## src/rtl/wb_stage.sv

```systemverilog
`default_nettype none
// +---------------------------------------------------------------------------+
// | wb_stage: RV32I writeback stage; formats load data and drives the regfile |
// | write port. Optional macro WB_INSTRET_EN adds a 64-bit retire counter.    |
// | Revision: 1.0                                                             |
// +---------------------------------------------------------------------------+
module wb_stage #(
  parameter int XLEN        = 32,
  parameter int RFIDX_WIDTH = 5
) (
  input  logic                   clk,
  input  logic                   rst,
  input  logic                   m_valid,
  output logic                   m_ready,
  input  logic [RFIDX_WIDTH-1:0] m_rd_index,
  input  logic [XLEN-1:0]        m_alu_result,
  input  logic [2:0]             m_mem_mode,
  input  logic                   m_mem_read,
  input  logic                   m_wb_reg_write,
  input  logic                   m_wb_memtoreg,
  input  logic                   dmem_rsp_valid,
  input  logic [31:0]            dmem_rsp_data,
  output logic                   reg_write,
  output logic [RFIDX_WIDTH-1:0] write_index,
  output logic [XLEN-1:0]        write_data,
  output logic                   wb_busy
`ifdef WB_INSTRET_EN
  ,
  output logic [63:0]            instret
`endif
);

  typedef enum logic [0:0] {
    IDLE     = 1'b0,
    WAIT_RSP = 1'b1
  } state_t;

  state_t                 state_q, state_d;
  logic                   reg_write_q, reg_write_d;
  logic [RFIDX_WIDTH-1:0] write_index_q, write_index_d;
  logic [XLEN-1:0]        write_data_q, write_data_d;
  logic [RFIDX_WIDTH-1:0] ld_rd_q, ld_rd_d;
  logic [2:0]             ld_mode_q, ld_mode_d;
  logic [1:0]             ld_addr_q, ld_addr_d;
  logic                   ld_we_q, ld_we_d;
  logic                   w_retire;
  logic [7:0]             w_byte;
  logic [15:0]            w_half;
  logic [31:0]            w_load32;
  logic [XLEN-1:0]        w_load_data;

  // Byte/halfword lane selection from the latched address offset.
  always_comb begin
    w_byte = dmem_rsp_data[7:0];
    case (ld_addr_q)
      2'd1:    w_byte = dmem_rsp_data[15:8];
      2'd2:    w_byte = dmem_rsp_data[23:16];
      2'd3:    w_byte = dmem_rsp_data[31:24];
      default: w_byte = dmem_rsp_data[7:0];
    endcase
    w_half = ld_addr_q[1] ? dmem_rsp_data[31:16] : dmem_rsp_data[15:0];
    case (ld_mode_q)
      3'b000:  w_load32 = {{24{w_byte[7]}}, w_byte};
      3'b001:  w_load32 = {{16{w_half[15]}}, w_half};
      3'b100:  w_load32 = {24'd0, w_byte};
      3'b101:  w_load32 = {16'd0, w_half};
      default: w_load32 = dmem_rsp_data;
    endcase
    w_load_data = XLEN'($signed(w_load32));
  end

  always_comb begin
    state_d       = state_q;
    reg_write_d   = 1'b0;
    write_index_d = write_index_q;
    write_data_d  = write_data_q;
    ld_rd_d       = ld_rd_q;
    ld_mode_d     = ld_mode_q;
    ld_addr_d     = ld_addr_q;
    ld_we_d       = ld_we_q;
    w_retire      = 1'b0;
    case (state_q)
      IDLE: begin
        if (m_valid) begin
          if (m_wb_memtoreg && m_mem_read) begin
            ld_rd_d   = m_rd_index;
            ld_mode_d = m_mem_mode;
            ld_addr_d = m_alu_result[1:0];
            ld_we_d   = m_wb_reg_write;
            state_d   = WAIT_RSP;
          end else begin
            reg_write_d   = m_wb_reg_write && (m_rd_index != '0);
            write_index_d = m_rd_index;
            write_data_d  = m_alu_result;
            w_retire      = 1'b1;
          end
        end
      end
      WAIT_RSP: begin
        if (dmem_rsp_valid) begin
          reg_write_d   = ld_we_q && (ld_rd_q != '0);
          write_index_d = ld_rd_q;
          write_data_d  = w_load_data;
          w_retire      = 1'b1;
          state_d       = IDLE;
        end
      end
      default: state_d = IDLE;
    endcase
  end

  always_ff @(posedge clk or posedge rst) begin
    if (rst) begin
      state_q       <= IDLE;
      reg_write_q   <= 1'b0;
      write_index_q <= '0;
      write_data_q  <= '0;
      ld_rd_q       <= '0;
      ld_mode_q     <= 3'b010;
      ld_addr_q     <= 2'b00;
      ld_we_q       <= 1'b0;
    end else begin
      state_q       <= state_d;
      reg_write_q   <= reg_write_d;
      write_index_q <= write_index_d;
      write_data_q  <= write_data_d;
      ld_rd_q       <= ld_rd_d;
      ld_mode_q     <= ld_mode_d;
      ld_addr_q     <= ld_addr_d;
      ld_we_q       <= ld_we_d;
    end
  end

`ifdef WB_INSTRET_EN
  logic [63:0] instret_q;

  // Counts every completed instruction, including rd==x0 and non-writing ones.
  always_ff @(posedge clk or posedge rst) begin
    if (rst) begin
      instret_q <= 64'd0;
    end else if (w_retire) begin
      instret_q <= instret_q + 64'd1;
    end
  end

  assign instret = instret_q;
`else
  logic w_unused_retire;
  assign w_unused_retire = w_retire;
`endif

  assign m_ready     = (state_q == IDLE);
  assign wb_busy     = (state_q == WAIT_RSP);
  assign reg_write   = reg_write_q;
  assign write_index = write_index_q;
  assign write_data  = write_data_q;

endmodule
`default_nettype wire

```

## config.mk

```make
export PLATFORM = sky130hd
export DESIGN_NAME = wb_stage
export DESIGN_NICKNAME = d
export VERILOG_FILES = /design/src/rtl/wb_stage.sv
export SDC_FILE = /design/constraint.sdc
export NUM_CORES = 1
export LEC_CHECK = 0
export ABC_AREA = 1
export CAP_MARGIN = 20
export CORE_MARGIN = 2
export CORE_UTILIZATION = 28
export CTS_CLUSTER_SIZE = 28
export DETAILED_ROUTE_END_ITERATION = 8
export HOLD_SLACK_MARGIN = 0.1
export PLACE_DENSITY_LB_ADDON = 0.15
export RECOVER_POWER = 25
export REMOVE_ABC_BUFFERS = 1
export SLEW_MARGIN = 25
export SYNTH_ARGS = -nofsm -noshare
export SYNTH_HDL_FRONTEND = slang
export SYNTH_SLANG_ARGS = --single-unit
```

## constraint.sdc

```tcl
create_clock -name clk -period 2.5 [get_ports clk]
set_input_delay 0.25 -clock clk [delete_from_list [all_inputs] [get_ports clk]]
set_output_delay 0.25 -clock clk [all_outputs]
set_load 0.01 [all_outputs]
```

* Yosys cells after proc, flatten, opt, wreduce, memory -nomap -nowiden
Index checks and enable logic that the tools add are counted.
Word-level totals: ROM bits 0, RAM bits 0, latch bits 0, bits of input ports 79, memories kept 0, bits in registers 50, output and inout port bits 40, word-level logic and storage cells 45
Cells by class: reduce and logical (&&, ||, !) cells 8, shifts and indexed selects 0, $lt $le $gt $ge 0, $add $sub $neg 0, multiply operators 0, bitwise operators 1, equality and inequality tests 9, muxes and demuxes 19, div/mod/pow operators 0
Operators by type and width (number):
- $pmux 32 s4 | 1
- $mux 32 | 3
- $pmux 32 s2 | 1
- $pmux 8 s3 | 1
- $mux 16 | 1
- $mux 5 | 3
- $pmux 5 s2 | 1
- $reduce_bool 5->1 | 2
- $eq 3x3->1 const B | 2
- $mux 1 | 6
- $ne 2x2->1 const B | 3
- $reduce_and 3->1 | 2
- $eq 2x2->1 const B | 2
- $pmux 1 s2 | 2
- $eq 3x1->1 const B | 1
- $logic_and 1x1->1 | 3
- $logic_not 3->1 | 1
- $eq 2x1->1 const B | 1
- $not 1->1 | 1

* Logic depth before layout (Yosys ltp)
word-level depth 5, mapped depth 9, mapped depth without buffers 8

* Least setup slack after synthesis
No wires, ideal clock.
path kind register to register, from register ld_mode_q[1], to register write_data_q[16] (netlist: write_data[16]), buffers on the path 2, period minus slack after synthesis 1385 ps, cell stages (with the launch flop) 10, setup slack 1115 ps, required time 2384 ps, data arrival time 1269 ps, setup time 116 ps, cell sequence dfstp_2 > buf_4 > inv_1 > nand2_1 > nor2_1 > nand2_1 > buf_6 > nand3_1 > nand2_1 > nand2_1
On the way: word-level cells in the longest chain between the ends 4, elaborated cells between the ends (all ways) 7, classes of those cells 3 x eq/ne; 3 x mux; 1 x reduce/logical
RTL lines:
- from (decl) | line 43 | logic [2:0] ld_mode_q, ld_mode_d;
- from (signal assigned) | line 128 | ld_mode_q <= ld_mode_d;
- $eq 3x3->1 (tied with other cells) | line 62 | case (ld_mode_q)
- $pmux 32 s4 (*) | line 62
- $mux 32 (*) | line 100 | if (dmem_rsp_valid) begin
- $pmux 32 s2 (*) | line 82 | case (state_q)
- to (signal assigned) | line 126 | write_data_q <= write_data_d;
- to (decl) | line 41 | logic [XLEN-1:0] write_data_q, write_data_d;
Mark *: on every way between the ends. The rest lies on a longest branch, timed or not. The select of a mux whose other input is x is not followed. A chain may end at the register's enable or synchronous reset.

* Final worst setup path
from register state_q (netlist: wb_busy), to output port wb_busy
RTL lines:
- from (decl) | line 38 | state_t state_q, state_d;
- from (signal assigned) | line 123 | state_q <= state_d;
- to (decl) | line 26 | output logic wb_busy
No word-level cell between the ends.

==> impl_metrics.ini <==
[logic_synthesis]
yosys_most_used_dff = dfrtp_1
synth-seq-cells = 50
synth_warnings = 0
synth_commonest_cells = 120 x nand2_1, 74 x nor2_1, 69 x a21oi_1
synthTopCellsByArea = dfrtp_1 41%, nand2_1 15%, a21oi_1 12%
synth_top_cell_by_area = dfrtp_1
yosysSeqAreaShare_pct = 42.3
synth_most_common_cell = nand2_1
synthCells = 430
yosys.area.top_type_share_pct = 41.4
synth_edf_count = 0
synth_area_um2 = 2960
syn_area_per_cell_um2 = 6.89
async_flop_share_pct = 100
ys_types = 25

[setup_path]
r2r-start = wb_busy$_DFF_PP0_
cpLargestDelayFamily = flip-flops
cp-start-kind = register
criticalPathCategory = reg2out
cp-endpoint = wb_busy
worstRegToRegCells = 5
reg2reg_slack_ns = 0.61
end_kind = primary output
cp.depth = 1
crit_path_max_incr_delay_ns = 0.71
startpoint = wb_busy$_DFF_PP0_
arrival_ns = 1.66
crit_path_max_fanout = 11
path_buf_inv = 1
cp_data_required_time_ns = 2.25
crit_chain = clkdlybuf4s50_1
rr_endpoint = write_index[0]$_DFFE_PP0P_
critPathSlowestCell = dfrtp_1

[layout]
n_antenna_cell = 0
syn2layout_area_growth_pct = 45.9
finish.utilization_pct = 42.0
layout-drive-gt1-share_pct = 5.03
nNetsFinal = 615

[die]
die_area_um2 = 11400
die_x_um = 107
start_util_pct = 28.8
ioPinCount = 119
coreArea_um2 = 10300
std_cell_rows = 37
die_y_um = 107

[grt]
antenna_found_initial = 0
overflow = 0
grtUsageTotal_pct = 17.6
grt_pass1_vias = 3140
grt_max_degree = 53
grt_pass1_wl_um = 15700

[cts]
cts_root_buf = clkbuf_8
clk_pin_slew_ns = 0.10
cts_hold_buf = 0
clk_path_buf_depth = 2
worstSkewPairLatency_ns = 0.31
cts.repair.resized = 0
tritoncts = built
cts_setup_buffers = 0
clock-sinks = 50
cts_buffers = 5
htree_levels = 2

[sta]
setup_viol_count_final = 0
slew_headroom_pct = 33.7
min_period_over_period_pct = 76.5
tns_ns = 0
fin_hold_ws_ns = 0.443
worst_pin_slew_ns = 0.994
fmax_mhz = 523
rsz0062_at_grt = no
fin_ws_ns = 0.587
maxSlewViolCount = 0
finalHoldViolations = 0
clock_skew_ns = 0.0117
period_needed_ns = 1.91

[hold_path]
hold_path.class = in2async

[detailed_routing]
ant_nets = 0
vias_per_cell = 4.62
drt-pass1-iter-count = 4
routed_wirelength_um = 9810
wl_per_cell_um = 14.6
drc = 0
drt_iter0_markers = 113
num_vias = 3111

[status]
status = finished clean

[place]
gp_congestion = 0.767
numPortBuffers = 118
place_ws_ns = 0.509
post-dp-hpwl_um = 7030

[power_and_ir_drop]
ir_drop_uv = 238
pwr_density_cell_nw_per_um2 = 641
leakage_nw = 1.94

[job]
drv_cap = 0
==> cell usage in the layout, fill, tap and decap left out, types with 2 or more instances in the layout <==
cell / n
a21oi_1: 69
a21oi_4: 2
a31oi_1: 5
buf_4: 8
clkbuf_8: 5
clkdlybuf4s50_1: 117
clkinv_2: 2
dfrtp_1: 49
inv_1: 25
inv_2: 3
nand2_1: 120
nand3_1: 29
nand4_1: 2
nor2_1: 74
o21ai_0: 14
==> cells by family (layout without fill, tap and decap cells) <==
logic type | Yosys count | count (layout) | share of synthesized area, %
flops | 50 | 50 | 42.3
buf+inv | 56 | 163 | 9.13
mux | 1 | 1 | 0.380
simple gates | 231 | 231 | 31.6
compound gates | 92 | 92 | 16.6
==> power breakdown <==
part	switching [mW]	internal, mW
clock	0.291	0.296
combinational	0.543	0.532
sequential	0.126	0.980
==> layer usage <==
layer  global-route usage (%)  vias up  routed length [um]
li1                         -     1590                   -
met1                     21.9     1433                4390
met2                     30.9       84                4750
met3                     4.19        4                 604
met4                     3.80        0                  68
met5                        0        -                   0
==> registers in the layout, summed over array words and instances, names as in the netlist <==
name,cells
ld_addr_q,2
reg_write,1
ld_rd_q,5
ld_we_q,1
ld_mode_q,3
write_index,5
write_data,32
wb_busy,1
==> area by class of cell <==
type	instances	area (um2)
clock buffer	5	68.8
clock inverter	3	40.0
fill	1135	5960
inverter	28	105
multi-input combinational	324	1440
sequential	50	1250
tap	136	170
timing repair buffer	127	1240
==> worst min path at each step <==
| stage | start | endpoint | slack [ns] | cells past startpoint |
|---|---|---|---|---|
| floorplan | dmem_rsp_valid | wb_busy$_DFF_PP0_ | 0.35 | 1 |
| finish | rst | ld_addr_q[1]$_DFFE_PP0P_ | 0.44 | 2 |
| global route | rst | ld_addr_q[0]$_DFFE_PP0P_ | 0.46 | 2 |
| global placement | write_data[29]$_DFFE_PP0P_ | write_data[29]$_DFFE_PP0P_ | 0.46 | 2 |
| CTS | rst | ld_addr_q[0]$_DFFE_PP0P_ | 0.21 | 2 |
| detailed placement | write_data[31]$_DFFE_PP0P_ | write_data[31]$_DFFE_PP0P_ | 0.46 | 2 |
==> through the flow <==
step | power (mW) | instances | cell area [um2]
after floorplan | 1.62 | 402 | 2800
after global placement | 2.20 | 665 | 4220
after detailed placement | 2.21 | 665 | 4220
after CTS | 2.81 | 673 | 4320
after global routing | 2.96 | 673 | 4320
final | 2.77 | 673 | 4320
Power figures use the tool's default switching activity.
